`config.mk`:
```
export PLATFORM = sky130hd
export DESIGN_NAME = instruction_fetch
export DESIGN_NICKNAME = d
export VERILOG_FILES = /design/src/rtl/instruction_fetch.sv
export SDC_FILE = /design/constraint.sdc
export NUM_CORES = 1
export LEC_CHECK = 0
export CAP_MARGIN = 20
export CORE_MARGIN = 8
export CORE_UTILIZATION = 30
export CTS_BUF_LIST = sky130_fd_sc_hd__clkbuf_4 sky130_fd_sc_hd__clkbuf_8
export DETAILED_ROUTE_END_ITERATION = 12
export GPL_TIMING_DRIVEN = 0
export PLACE_DENSITY = 0.69
export SETUP_SLACK_MARGIN = 0.5
export SLEW_MARGIN = 20
export SYNTH_ARGS = -nofsm -noshare
export SYNTH_HDL_FRONTEND = slang
export SYNTH_SLANG_ARGS = --single-unit
```
`constraint.sdc`:
```
create_clock -name clk -period 2.3 [get_ports clk]
set_clock_uncertainty 0.1 [all_clocks]
set_input_delay 0.23 -clock clk [delete_from_list [all_inputs] [get_ports clk]]
set_output_delay 0.23 -clock clk [all_outputs]
set_load 0.01 [all_outputs]
```
`src/rtl/instruction_fetch.sv`:
```
// Single-stage instruction fetch: PC register plus IF/ID pipeline register.
// Optional illegal-fetch trap is enabled by defining FETCH_ILLEGAL_TRAP_EN.
module instruction_fetch #(
  parameter logic [31:0] RESET_PC = 32'h0000_0000
) (
  input  logic        clk,
  input  logic        rst_n,
  input  logic        stall,
  input  logic        flush,
  input  logic        redirect_valid,
  input  logic [31:0] redirect_pc,
  output logic [31:0] imem_addr,
  input  logic [31:0] imem_word,
  output logic [31:0] if_instr,
  output logic [31:0] if_pc,
  output logic [31:0] if_pc_plus4,
  output logic        if_valid,
  output logic        fetch_fault
);

  logic [31:0] pc_q, pc_d, instr_q, instr_d, ipc_q, ipc_d, p4_q, p4_d;
  logic        valid_q, valid_d;
  logic        fault_q;
  logic        illegal;
  logic [31:0] pc_inc;

  assign pc_inc = pc_q + 32'd4;

`ifdef FETCH_ILLEGAL_TRAP_EN
  logic fault_d;
  assign illegal = (imem_word == 32'hFFFF_FFFF);
`else
  assign illegal = 1'b0;
  assign fault_q = 1'b0;
`endif

  always_comb begin
    pc_d    = pc_q;
    instr_d = instr_q;
    ipc_d   = ipc_q;
    p4_d    = p4_q;
    valid_d = valid_q;
`ifdef FETCH_ILLEGAL_TRAP_EN
    fault_d = fault_q;
`endif
    if (fault_q) begin
      // trapped: everything frozen until reset
    end else if (redirect_valid) begin
      pc_d    = {redirect_pc[31:2], 2'b00};
      instr_d = 32'h0;
      ipc_d   = pc_q;
      p4_d    = pc_inc;
      valid_d = 1'b0;
    end else if (flush) begin
      pc_d    = pc_inc;
      instr_d = 32'h0;
      ipc_d   = pc_q;
      p4_d    = pc_inc;
      valid_d = 1'b0;
    end else if (stall) begin
      // hold
    end else if (illegal) begin
      // PC stays on the faulting address for debug visibility
      instr_d = 32'h0;
      ipc_d   = pc_q;
      p4_d    = pc_inc;
      valid_d = 1'b0;
`ifdef FETCH_ILLEGAL_TRAP_EN
      fault_d = 1'b1;
`endif
    end else begin
      pc_d    = pc_inc;
      instr_d = imem_word;
      ipc_d   = pc_q;
      p4_d    = pc_inc;
      valid_d = 1'b1;
    end
  end

  always_ff @(posedge clk) begin
    if (!rst_n) begin
      pc_q    <= RESET_PC;
      instr_q <= 32'h0;
      ipc_q   <= 32'h0;
      p4_q    <= 32'h0;
      valid_q <= 1'b0;
    end else begin
      pc_q    <= pc_d;
      instr_q <= instr_d;
      ipc_q   <= ipc_d;
      p4_q    <= p4_d;
      valid_q <= valid_d;
    end
  end

`ifdef FETCH_ILLEGAL_TRAP_EN
  always_ff @(posedge clk) begin
    if (!rst_n) fault_q <= 1'b0;
    else        fault_q <= fault_d;
  end
`endif

  assign imem_addr   = pc_q;
  assign if_instr    = instr_q;
  assign if_pc       = ipc_q;
  assign if_pc_plus4 = p4_q;
  assign if_valid    = valid_q;
  assign fetch_fault = fault_q;

endmodule

```
==> impl_metrics.ini <==
[status]
status = finished, final reports clean

[route]
vias = 6375
dr.pass1.iters = 5
drc = 0
antenna_left = 0
finalWirelength_um = 24100
via_per_inst = 5.39
wl_per_cell_um = 20.4
drt_iter0_drc = 650

[logic_synthesis]
synth-seq-cells = 123
ys_seq_area_share_pct = 44.4
synthFlopType = dfxtp_1
yosysWarnings = 0
yosysUniqueCellTypes = 45
syn_area_um2 = 5550
synth_cells = 667
synthArstFlopShare_pct = 0
synth_edf_count = 0
avgSynthCellArea_um2 = 8.32

[die]
core_area_um2 = 18100
fp.dieW_um = 152
ios = 199
die_height_um = 152
die_area_um2 = 23100
rows = 49
start_util_pct = 30.7

[timing]
hold_viol_final = 0
setup_viol = 0
period_minus_slack_ns = 2.11
fin_tns_setup_ns = 0
finalCritPeriodShare_pct = 91.8
fmax_mhz = 473
rsz0062_at_grt = yes
slew_viol_final = 0
hold_slack_ns = 0.143
setup_slack_ns = 0.188
max_slew_margin_pct = 49.0
tightest_slew_ns = 0.765

[critical_path]
crit_chain = buf_6 > nand4_1 > buf_4 > or4_4 > buf_6 > or3_4 > a211oi_2
cp.depth = 7
cp-start-kind = register
cpLargestDelayFamily = simple AND/OR/NAND/NOR gates
timing.rr.end = if_pc_plus4[26]$_SDFFE_PN0P_
setup.worst_path.start = imem_addr[10]$_SDFFE_PN0P_
path_class = register to register
worst_ep_required_time_ns = 2.58
slowest_stage = or4_4
max_stage_delay_ns = 0.42
crit_path_end_kind = register
worstSetupEndpoint = if_pc_plus4[26]$_SDFFE_PN0P_
crit_buf_inv = 3
critPathMaxFanout = 6
reg2reg_depth = 7
r2r-start = imem_addr[10]$_SDFFE_PN0P_
worst_ep_arrival_time_ns = 2.39
timing.critical_path.mode_cell = buf_6
regToRegSetupSlack_ns = 0.19

[final_layout]
finalNonFillerCells = 1183
fillers = 1618
final_common_cell = clkdlybuf4s50_1
area_delta_synth_final_pct = 68.2
num_antenna_cells = 0
nNetsFinal = 1011
drive_above_1_share_pct = 23.4
final_cell_mix = clkdlybuf4s50_1 (166), dfxtp_1 (96), nand2_1 (84), o21ai_0 (56), buf_4 (56)

[hold_path]
min_path_type = input port to register

[global_routing]
track_usage_pct = 19.4
antenna_found_initial = 0
grt_pass1_wl_um = 35300
grt_start_max_net_pins = 17
grt_pass1_vias = 6210
overflow = 0

[power_and_ir_drop]
vdd_ir_drop_max_v = 0.000385
p_per_area_nw_per_um2 = 590
leakage_nw = 3.73

[clocking]
cts_tree = done
clkTransAtPathRegs_ns = 0.07
max-clock-path-buffers = 2
clock-root-buffer = clkbuf_8
clk_latency_ns = 0.46
clock-sinks = 123
cts_buffers = 17
cts.htree.levels = 4

[place]
dp.cells = 1089
dp_slack_ns = -0.439
port_buffers = 187
place.detailed.hpwl_um = 16800
gp_congestion = 0.898

[run]
drv_cap = 0
-- worst register-to-register path, cell delays in order (launching register included) --
cell and delay (ns):
dfxtp_2 0.34, buf_6 0.11, nand4_1 0.19, buf_4 0.20, or4_4 0.42, buf_6 0.15
or3_4 0.33, a211oi_2 0.20
-- where the power goes --
part	internal (mW)	switching (mW)
combinational	0.498	0.469
clock	1.25	0.957
sequential	2.24	0.0978
total	3.99	1.52
-- sequential cells by signal, summed over array words and instances, names as in the netlist --
register,cells
if_valid,1
if_instr,32
if_pc,30
if_pc_plus4,30
imem_addr,30
-- per-layer routing --
layer	vias up	GRT usage (%)	wire length (um)
met5	-	0	0
met4	0	10.6	1150
met3	91	9.67	3110
met2	432	30.1	10700
met1	2918	21.4	9200
li1	2934	-	-
-- logic make-up after synthesis --
family                     after synthesis  share of synthesized area (%)
adders and majority gates                1                          0.225
AOI/OAI and AO/OA                      163                           17.2
other                                    1                         0.0676
buffers and inverters                   74                           6.16
muxes                                   32                           5.77
and+or+nand+nor                        252                           22.9
DFF                                    123                           44.4
xor gates and xnor gates                21                           3.31
-- cell type report --
type	count	area, um^2	share of cell area (%)
Buffer	69	514	5.51
Clock buffer	19	262	2.80
Clock inverter	13	190	2.04
Inverter	5	22.5	0.241
Multi-Input combinational cell	476	3100	33.2
Sequential cell	123	2520	27.0
Tap cell	229	287	3.07
Timing Repair Buffer	249	2440	26.2
-- synthesized netlist by cell type, drive strengths merged (12+ instances only) --
cell type | count | area share (%)
nand4 | 12 | 2.0
dfxtp | 123 | 44
or3 | 15 | 1.7
or4 | 17 | 2.3
mux2i | 32 | 5.8
nand2 | 86 | 5.8
nor2 | 55 | 3.7
nand3 | 18 | 1.6
buf | 29 | 3.1
nor4 | 14 | 1.6
o21ai | 57 | 5.1
o31ai | 12 | 1.6
a31oi | 20 | 2.3
clkbuf | 40 | 2.7
a21oi | 48 | 4.3
-- worst min path at each step --
| stage | startpoint | to | slack (ns) | depth (start not counted) |
|---|---|---|---|---|
| floorplan | redirect_pc[2] | imem_addr[2]$_SDFFE_PN0P_ | 0.26 | 2 |
| global placement | if_valid$_SDFFE_PP0N_ | if_valid$_SDFFE_PP0N_ | 0.33 | 2 |
| detailed placement | if_valid$_SDFFE_PP0N_ | if_valid$_SDFFE_PP0N_ | 0.34 | 2 |
| CTS | stall | if_instr[31]$_SDFFE_PP0N_ | 0.14 | 3 |
| global route | stall | if_instr[0]$_SDFFE_PP0N_ | 0.16 | 3 |
| finish | stall | if_instr[31]$_SDFFE_PP0N_ | 0.14 | 3 |
-- through the flow --
stage                     total power [mW]  util (%)  cell area (um^2)
after floorplan                       2.76         -              5720
after global placement                3.24      43.6              7880
after detailed placement              3.24      43.6              7890
after CTS                             5.50      49.1              8880
after global routing                  5.74      51.6              9340
final                                 5.51      51.6              9340
-- repair_timing --
action / in CTS / in global routing
setup buffers: 40 / 20
gates resized for setup: 74 / 76
endpoints found under the setup margin: 94 / 76
gates cloned: 0 / 2
pin swaps: 25 / 38
hold buffers: 0 / 0
Power figures use the tool's default switching activity.
